File: src/rtl/stack_ctrl_if.sv
// Request/acknowledge and data-memory signals of the hardware stack controller.
interface stack_ctrl_if;
  logic        push_req;
  logic        pop_req;
  logic [15:0] push_data;
  logic        flush;
  logic        err_clr;
  logic [15:0] dm_rdata;
  logic [15:0] stk_addr;
  logic [15:0] stk_wdata;
  logic        stk_we;
  logic        stk_re;
  logic [15:0] pop_data;
  logic        pop_vld;
  logic        ack;
  logic        stall;
  logic [15:0] sp;
  logic [15:0] count;
  logic        full;
  logic        empty;
  logic        ovf_err;
  logic        udf_err;

  // Requester / memory side
  modport master (
    output push_req, pop_req, push_data, flush, err_clr, dm_rdata,
    input  stk_addr, stk_wdata, stk_we, stk_re, pop_data, pop_vld, ack, stall,
           sp, count, full, empty, ovf_err, udf_err
  );

  // Stack controller side
  modport slave (
    input  push_req, pop_req, push_data, flush, err_clr, dm_rdata,
    output stk_addr, stk_wdata, stk_we, stk_re, pop_data, pop_vld, ack, stall,
           sp, count, full, empty, ovf_err, udf_err
  );
endinterface

File: src/rtl/stack_ctrl.sv
// Downward-growing hardware stack in data memory with PUSH/POP handshake,
// pipeline flush and sticky overflow/underflow flags.
module stack_ctrl #(
  parameter logic [15:0] STK_BASE  = 16'hFFFF,
  parameter int unsigned STK_DEPTH = 256
) (
  input logic         clk,
  input logic         rst_n,
  stack_ctrl_if.slave bus
);

  localparam int unsigned DW = 16;

  typedef enum logic [2:0] {
    IDLE,
    PUSH_WR,
    POP_RD,
    POP_WAIT,
    ERR_ACK
  } state_t;

  state_t        state_q, state_d;
  logic [DW-1:0] sp_q, sp_d;
  logic [DW-1:0] count_q, count_d;
  logic [DW-1:0] pop_data_q, pop_data_d;
  logic [DW-1:0] wdata_q, wdata_d;
  logic          ovf_q, ovf_d;
  logic          udf_q, udf_d;
  logic          ovf_set, udf_set;

  // Strobes, ack and stall react to flush in the same cycle, so they are decoded
  logic          full_c, empty_c;
  logic          we_c, re_c, ack_c, vld_c, stall_c;
  logic [DW-1:0] addr_c;

  assign full_c  = (count_q == DW'(STK_DEPTH));
  assign empty_c = (count_q == '0);

  // State and architectural registers
  always_ff @(posedge clk or negedge rst_n) begin
    if (!rst_n) begin
      state_q    <= IDLE;
      sp_q       <= STK_BASE;
      count_q    <= '0;
      pop_data_q <= '0;
      wdata_q    <= '0;
      ovf_q      <= 1'b0;
      udf_q      <= 1'b0;
    end else begin
      state_q    <= state_d;
      sp_q       <= sp_d;
      count_q    <= count_d;
      pop_data_q <= pop_data_d;
      wdata_q    <= wdata_d;
      ovf_q      <= ovf_d;
      udf_q      <= udf_d;
    end
  end

  // Next-state, register updates and cycle outputs
  always_comb begin
    state_d    = state_q;
    sp_d       = sp_q;
    count_d    = count_q;
    pop_data_d = pop_data_q;
    wdata_d    = wdata_q;
    ovf_set    = 1'b0;
    udf_set    = 1'b0;
    we_c       = 1'b0;
    re_c       = 1'b0;
    ack_c      = 1'b0;
    vld_c      = 1'b0;
    addr_c     = '0;

    unique case (state_q)
      IDLE: begin
        // Push has priority over a simultaneous pop
        if (bus.push_req && !bus.flush) begin
          wdata_d = bus.push_data;
          if (full_c) begin
            state_d = ERR_ACK;
            ovf_set = 1'b1;
          end else begin
            state_d = PUSH_WR;
          end
        end else if (bus.pop_req && !bus.flush) begin
          if (empty_c) begin
            state_d = ERR_ACK;
            udf_set = 1'b1;
          end else begin
            state_d = POP_RD;
          end
        end
      end
      PUSH_WR: begin
        state_d = IDLE;
        if (!bus.flush) begin
          we_c    = 1'b1;
          addr_c  = sp_q;
          ack_c   = 1'b1;
          sp_d    = sp_q - DW'(1);
          count_d = count_q + DW'(1);
        end
      end
      POP_RD: begin
        re_c    = 1'b1;
        addr_c  = sp_q + DW'(1);
        state_d = bus.flush ? IDLE : POP_WAIT;
      end
      POP_WAIT: begin
        state_d = IDLE;
        if (!bus.flush) begin
          pop_data_d = bus.dm_rdata;
          vld_c      = 1'b1;
          ack_c      = 1'b1;
          sp_d       = sp_q + DW'(1);
          count_d    = count_q - DW'(1);
        end
      end
      ERR_ACK: begin
        state_d = IDLE;
        ack_c   = !bus.flush;
      end
      default: state_d = IDLE;
    endcase

    // Sticky flags: a new error in the same cycle beats err_clr
    ovf_d = ovf_set | (ovf_q & !bus.err_clr);
    udf_d = udf_set | (udf_q & !bus.err_clr);
  end

  // Hold the IM_ID stage until the ack cycle; forced low while in reset
  assign stall_c = rst_n &
                   (((state_q != IDLE) && !ack_c) ||
                    ((state_q == IDLE) && (bus.push_req || bus.pop_req) && !bus.flush));

  assign bus.stk_we    = we_c;
  assign bus.stk_re    = re_c;
  assign bus.stk_addr  = addr_c;
  assign bus.stk_wdata = we_c ? wdata_q : '0;
  assign bus.pop_data  = vld_c ? bus.dm_rdata : pop_data_q;
  assign bus.pop_vld   = vld_c;
  assign bus.ack       = ack_c;
  assign bus.stall     = stall_c;
  assign bus.sp        = sp_q;
  assign bus.count     = count_q;
  assign bus.full      = full_c;
  assign bus.empty     = empty_c;
  assign bus.ovf_err   = ovf_q;
  assign bus.udf_err   = udf_q;

endmodule

File: src/flat_wrapper.sv
// flat-port wrapper written by rule: the top's interface ports become plain ports
module stack_ctrl_flat 
#(
  parameter logic [15:0] STK_BASE  = 16'hFFFF,
  parameter int unsigned STK_DEPTH = 256
)
  (clk, rst_n, bus_push_req, bus_pop_req, bus_push_data, bus_flush, bus_err_clr, bus_dm_rdata, bus_stk_addr, bus_stk_wdata, bus_stk_we, bus_stk_re, bus_pop_data, bus_pop_vld, bus_ack, bus_stall, bus_sp, bus_count, bus_full, bus_empty, bus_ovf_err, bus_udf_err);
  stack_ctrl_if bus_i ();
  input logic clk;
  input logic rst_n;
  input wire logic [$bits(bus_i.push_req)-1:0] bus_push_req;
  input wire logic [$bits(bus_i.pop_req)-1:0] bus_pop_req;
  input wire logic [$bits(bus_i.push_data)-1:0] bus_push_data;
  input wire logic [$bits(bus_i.flush)-1:0] bus_flush;
  input wire logic [$bits(bus_i.err_clr)-1:0] bus_err_clr;
  input wire logic [$bits(bus_i.dm_rdata)-1:0] bus_dm_rdata;
  output wire logic [$bits(bus_i.stk_addr)-1:0] bus_stk_addr;
  output wire logic [$bits(bus_i.stk_wdata)-1:0] bus_stk_wdata;
  output wire logic [$bits(bus_i.stk_we)-1:0] bus_stk_we;
  output wire logic [$bits(bus_i.stk_re)-1:0] bus_stk_re;
  output wire logic [$bits(bus_i.pop_data)-1:0] bus_pop_data;
  output wire logic [$bits(bus_i.pop_vld)-1:0] bus_pop_vld;
  output wire logic [$bits(bus_i.ack)-1:0] bus_ack;
  output wire logic [$bits(bus_i.stall)-1:0] bus_stall;
  output wire logic [$bits(bus_i.sp)-1:0] bus_sp;
  output wire logic [$bits(bus_i.count)-1:0] bus_count;
  output wire logic [$bits(bus_i.full)-1:0] bus_full;
  output wire logic [$bits(bus_i.empty)-1:0] bus_empty;
  output wire logic [$bits(bus_i.ovf_err)-1:0] bus_ovf_err;
  output wire logic [$bits(bus_i.udf_err)-1:0] bus_udf_err;
  assign bus_i.push_req = bus_push_req;
  assign bus_i.pop_req = bus_pop_req;
  assign bus_i.push_data = bus_push_data;
  assign bus_i.flush = bus_flush;
  assign bus_i.err_clr = bus_err_clr;
  assign bus_i.dm_rdata = bus_dm_rdata;
  assign bus_stk_addr = bus_i.stk_addr;
  assign bus_stk_wdata = bus_i.stk_wdata;
  assign bus_stk_we = bus_i.stk_we;
  assign bus_stk_re = bus_i.stk_re;
  assign bus_pop_data = bus_i.pop_data;
  assign bus_pop_vld = bus_i.pop_vld;
  assign bus_ack = bus_i.ack;
  assign bus_stall = bus_i.stall;
  assign bus_sp = bus_i.sp;
  assign bus_count = bus_i.count;
  assign bus_full = bus_i.full;
  assign bus_empty = bus_i.empty;
  assign bus_ovf_err = bus_i.ovf_err;
  assign bus_udf_err = bus_i.udf_err;
  stack_ctrl #(.STK_BASE(STK_BASE), .STK_DEPTH(STK_DEPTH)) u_core (.clk(clk), .rst_n(rst_n), .bus(bus_i));
endmodule
File: config.mk
export PLATFORM = sky130hd
export DESIGN_NAME = stack_ctrl_flat
export DESIGN_NICKNAME = d
export VERILOG_FILES = /design/src/rtl/stack_ctrl_if.sv /design/src/rtl/stack_ctrl.sv /design/src/flat_wrapper.sv
export SDC_FILE = /design/constraint.sdc
export NUM_CORES = 1
export LEC_CHECK = 0
export ABC_AREA = 1
export CELL_PAD_IN_SITES_DETAIL_PLACEMENT = 0
export CELL_PAD_IN_SITES_GLOBAL_PLACEMENT = 1
export CORE_MARGIN = 2
export CORE_UTILIZATION = 41
export CTS_CLUSTER_SIZE = 14
export DETAILED_ROUTE_END_ITERATION = 8
export DONT_BUFFER_PORTS = 1
export PLACE_DENSITY_LB_ADDON = 0.25
export REMOVE_ABC_BUFFERS = 1
export SKIP_LAST_GASP = 1
export SLEW_MARGIN = 40
export SYNTH_ARGS = -nofsm -noshare
export SYNTH_HDL_FRONTEND = slang
export SYNTH_SLANG_ARGS = --single-unit
File: constraint.sdc
create_clock -name clk -period 2.3 [get_ports clk]
set_input_delay 0 -clock clk [delete_from_list [all_inputs] [get_ports clk]]
set_output_delay 0 -clock clk [all_outputs]
set_load 0.01 [all_outputs]
Yosys cells after proc, flatten, opt, wreduce, memory -nomap -nowiden:

Cells that the tools add are included.

* multiplexer cells: 28
* equal/unequal tests: 8
* bitwise gates (word level): 6
* reduce and logical (&&, ||, !) cells: 18
* $add $sub $neg: 4

Operators by type and width (number)
* $mux 16: 7
* $pmux 16 s2: 3
* $add 16x1->16 const B: 2
* $sub 16x1->16 const B: 2
* $eq 16x9->1 const B: 1
* $logic_not 16->1: 1
* $mux 3: 4
* $mux 1: 11
* $eq 3x2->1 const B: 2
* $pmux 3 s2: 1
* $logic_and 1x1->1: 5
* $ne 2x2->1 const B: 2
* $reduce_and 2->1: 2
* $and 1x1->1: 3
* $eq 3x1->1 const B: 1
* $eq 3x3->1 const B: 1
* $logic_not 1->1: 3
* $logic_not 3->1: 1
* $ne 3x1->1 const B: 1
* $reduce_and 3->1: 1
* $reduce_bool 3->1: 1
* $logic_or 1x1->1: 2
* $mux 2: 1
* $or 1x1->1: 2
* other kinds (4): 4

* register bits after elaboration: 69
* word-level logic and storage cells: 71
* input port bits: 38
* output and inout port bits: 89

Depth between registers and ports, before layout:

* depth after elaboration: 7
* mapped depth: 16
* depth with buffers taken out: 15

Least setup slack after synthesis:

Ideal clock, no wire load.

* kind: register to register
* start point: register u_core.state_q[1]
* end point: register u_core.count_q[15], in the netlist u_core.bus.count[15]
* data arrival time: 1862 ps
* cell stages (with the launch flop): 14
* clock period less this slack: 1979 ps
* data required time: 2183 ps
* path buffers: 4
* slack: 321 ps
* setup time: 117 ps
* path through: dfrtp_1 -> buf_4 -> nand2_2 -> nor2_4 -> buf_6 -> buf_4 -> buf_2 -> ha_1 -> inv_1 -> o21bai_1 -> a21oi_2 -> nand3_1 -> nand3_1 -> nand2_1

* word-level cells in the longest chain between the ends: 3
* elaborated cells between the ends (all ways): 7
* classes of those cells: eq/ne: 4; mux: 1; reduce/logical: 2

Ends and longest elaborated chain
* start: declaration: line stack_ctrl.sv:22 `state_t state_q, state_d;`
* start signal: assignment: line stack_ctrl.sv:50 `state_q <= state_d;`
* $eq 3x2->1 / $eq 3x1->1 (equally long branches): line stack_ctrl.sv:75 `unique case (state_q)`
* $ne 2x2->1 (no source line) / $reduce_bool 2->1 (equally long branches)
* $reduce_and 3->1 (no source line)
* end signal: assignment: line stack_ctrl.sv:52 `count_q <= count_d;`
* end: declaration: line stack_ctrl.sv:24 `logic [DW-1:0] count_q, count_d;`

Several ways; a longest one is shown, not always the timed one.
A chain may end at the register's enable or synchronous reset.

Final worst setup path:

* start point: register u_core.sp_q[4], in the netlist u_core.bus.sp[4]
* end point: output bus_stk_addr[11]

* word-level cells in the longest chain between the ends: 2

Ends and longest elaborated chain
* start: declaration: line stack_ctrl.sv:23 `logic [DW-1:0] sp_q, sp_d;`
* start signal: assignment: line stack_ctrl.sv:51 `sp_q <= sp_d;`
* $add 16x1->16: line stack_ctrl.sv:107 `addr_c = sp_q + DW'(1);`
* $pmux 16 s2: line stack_ctrl.sv:75
* end: declaration: line flat_wrapper.sv:17 `output wire logic [$bits(bus_i.stk_addr)-1:0] bus_stk_addr;`

Every way passes these cells.

==> impl_summary.md <==
Clock network
The clock latency on the worst-skew pair is 340 ps. The H-tree generated during clock tree synthesis spans 3 levels. The number of buffers on the longest clock path is 2. The cell sitting at the root of the clock tree is a clkbuf_16. TritonCTS built the clock tree.

The clock transition at the registers of the reported paths is 60 ps. Clock tree synthesis inserted a total of 9 buffers. The number of clock sinks seen by CTS is 69.

Drt
The detailed router placed 4718 vias in this run. The detailed router finished its first iteration with 294 violations. The post-detailed-route wirelength per cell is 15.7 um. The first detailed-routing pass took 6 iterations. Detailed routing placed a total of 840 um of wire on met3.

The number of vias per cell is roughly 5.3. The routed design uses slightly above 7000 um of met2 wire. Summed over all layers, the routed wires come to roughly 14000 um. The detail route stage leaves a number of antenna-violating nets equal to 0. The routed length on met1 is 5960 um. After detailed routing, the number of remaining DRC violations is 0. The highest metal layer used by the detailed router is met4.

Die
The starting density of the core is 42.3%. The die is 110 um tall. The number of primary I/O pins is 127.

The number of placement rows is 38. The area enclosed by the die boundary is 0.0122 mm2. The placeable core region is 0.0109 mm2. Measured along the x axis, the die boundary spans 110 um.

Timing
Static timing analysis puts the maximum clock frequency at 451 MHz. The relative max-transition margin is roughly 66%. The total count of hold-check failures in the final report is 0. The number of max-slew violations in the final report was 0. For the pin with the worst max-slew slack, the measured transition is slightly above 500 ps. Setup violations remaining at the end of the flow were counted as 0. Of the available clock period, the critical path in the final layout requires 96.4%. The routed design could run at a clock period as short as 2220 ps. Setup repair after global routing could not meet its margin everywhere. For the final database, setup skew stands at between 6 and 7 ps.

The smallest setup slack after layout is 81.8 ps.

GRT
The largest net degree at the start of global routing is 70. The initial antenna violation count came to 0. The first global-routing pass estimated 21900 um of wire.

The via count of the first global-routing pass is 4419. Summed over all layers, the global routing overflow is 0. Global routing used 23.5% of the available tracks.

Yosys
During synthesis, Yosys emitted a total of 0 warnings. The largest total area in the synthesized netlist belongs to dfrtp_1. Counting distinct cell types in the post-synthesis netlist gives 43.

A synthesized cell averages 6.84 um2. The post-synthesis instance total is 677. The synthesized design devotes to its leading area cell type 28.6% of total area. For this run, the register share of the synthesized area comes to 37.7%. The register bit count reported by yosys is between 60 and 70.

Summing every instance area after synthesis gives 0.00463 mm2. After synthesis, the cell types taking the most area are dfrtp_1, nand2_1, dfstp_2, inv_1, nand3_1.

Power
The internal power of the cells totals 4.07 mW. For this design the total switching power over the nets is approximately 3.5 mW. The power per standard cell area is between 1000 and 1500 mW/mm2. Sequential cells account for 33.4% of the total power.

The leakage power is 2.83 nW. Of the total power, the share spent switching nets is 46.4%. The clock network accounts for 19.9% of the total power.

Of the total power, combinational logic draws a little under half. VDD sags by at most 0.000589 V.

Layout
The library cells used most frequently in the layout, excluding fill and tap cells, are nand2_1, inv_1, nor2_1, nand3_1, dfrtp_1. The layout net count is 794. In the final layout, the share of cells above drive strength 1 is roughly 17%.

The layout-stage area growth over the synthesis result is 26.4%. The count of non-filler cells in the finished layout is 897. The diode insertion count for antenna repair is 0. The most common cell after layout, fill and taps aside is nand2_1.

Min path
The worst min-delay path category is in -> reg. The number of cells traversed by the worst hold path is 4.

Worst setup path
The largest individual stage delay along the critical path comes from the cell dfstp_2. The maximum fanout count along the critical path is 6. Measured in cells, the most critical reg-to-reg path has a length of 8. The worst setup path is launched from a register.

STA puts the critical path data arrival time at 2220 ps. The endpoint class of the critical path is an output port. The critical path is of the reg -> out type. Data on the critical path is required at its endpoint by 2300 ps.

The delay of the slowest critical-path stage is between 600 and 700 ps. Traced cell by cell, the critical path runs through inv_2 > nor4_4 > nand3_4 > nand2_1 > inv_1 > o31ai_2 > buf_4.

Placed design
Prior to clock tree synthesis, the placed netlist has a worst setup slack of 218 ps. The detailed placement HPWL is 9510 um. Input and output buffers added on the ports amount to 0. The congestion estimate from routability-driven global placement came to a little over 0.9. The total placed cells including tap cells is roughly 840.

Job
The max capacitance violation total is 0.

Status
The flow ran to the end, and the final reports show no timing, DRC or antenna violations.
## worst paths after layout
kind / start / end / slack, ps
max in group asynchronous: rst_n / u_core.bus.sp[15]$_DFFE_PN1P_ / 1760
hold / removal: bus_flush / u_core.bus.count[12]$_DFFE_PN0P_ / 30
min in group asynchronous: rst_n / u_core.pop_data_q[2]$_DFFE_PN0P_ / 230
setup reg to reg: u_core.bus.count[6]$_DFFE_PN0P_ / u_core.bus.udf_err$_DFF_PN0_ / 200
hold reg to reg: u_core.pop_data_q[8]$_DFFE_PN0P_ / u_core.pop_data_q[8]$_DFFE_PN0P_ / 480
setup / recovery: u_core.bus.sp[4]$_DFFE_PN1P_ / bus_stk_addr[11] / 80
## flip-flops by register name (all words and copies together), names as in the netlist
register and flops:
u_core.state_q 3, u_core.wdata_q 16, u_core.bus.count 16, u_core.bus.udf_err 1, u_core.pop_data_q 16, u_core.bus.sp 16, u_core.bus.ovf_err 1
## area by class of cell
cell class	count	area, um2
Fill cell	1081	5080
Clock buffer	10	229
Sequential cell	69	1750
Multi-Input combinational cell	499	2520
Clock inverter	6	87.6
Inverter	87	330
Tap cell	140	175
Timing Repair Buffer	86	763
## metrics by stage
stage	utilization (%)	power, mW	hold slack [ps]	setup TNS, ps	cell area (um2)
2_1_floorplan	-	4.68	-296	0	4510
3_3_place_gp	45.8	5.83	-292	0	5010
3_5_place_dp	45.8	5.87	-291	0	5010
4_1_cts	52.8	7.54	16.6	-4.86	5780
5_1_grt	53.5	8.20	23.8	-121	5850
6_report	53.5	7.59	26.3	0	5850
## power groups by stage
| stage | combinational, mW | sequential (mW) | clock [mW] |
|---|---|---|---|
| floorplan | 2.34 | 2.34 | 0 |
| global placement | 3.31 | 2.51 | 0 |
| global route | 3.98 | 2.62 | 1.60 |
| CTS | 3.48 | 2.51 | 1.54 |
| detailed placement | 3.34 | 2.53 | 0 |
| finish | 3.55 | 2.53 | 1.51 |
## cells by family (layout without fill, tap and decap cells)
kind of cell,count (synthesis),count (layout),share of synthesized area [%]
compound gates,97,97,12.4
xor+xnor,20,20,3.78
fa+ha+maj,4,4,1.08
buf+inv,109,189,9.62
flops,69,69,37.7
simple gates,378,378,35.4
## synthesized netlist by cell type, drive strengths merged
library cell	count
xnor2	3
xor2	17
a41o	3
nand3b	1
ha	4
o21bai	2
or2	2
a211oi	1
nor2	65
o211ai	1
o31ai	4
nor3	9
inv	83
nand3	55
o21ai	59
nand2	231
clkinv	4
dfrtp	53
a41oi	3
nand4	11
a21oi	10
dfstp	16
nor4	4
clkbuf	9
o221ai	1
a22o	2
o22ai	8
buf	13
a22oi	3
## critical path, delay by kind of cell (launching register included)
family	cells	cell delay (ps)
simple gates	3	640
compound gates	1	230
buf+inv	3	350
flops	1	660
## what timing repair did
action / CTS / global route
setup endpoints to repair: 6 / 26
pin swaps: 2 / 3
gates cloned: 0 / 0
hold buffers: 40 / 0
resized for setup: 7 / 14
endpoints found under the hold margin: 106 / 0
setup buffers: 0 / 4
## per-layer routing
metal / vias to the layer above / global-route usage (%)
li1: 2331 / -
met1: 2221 / 29.2
met2: 145 / 40.8
met3: 21 / 5.64
met4: 0 / 6.52
met5: - / 0
Note: power is estimated with default switching activity, not from simulation.
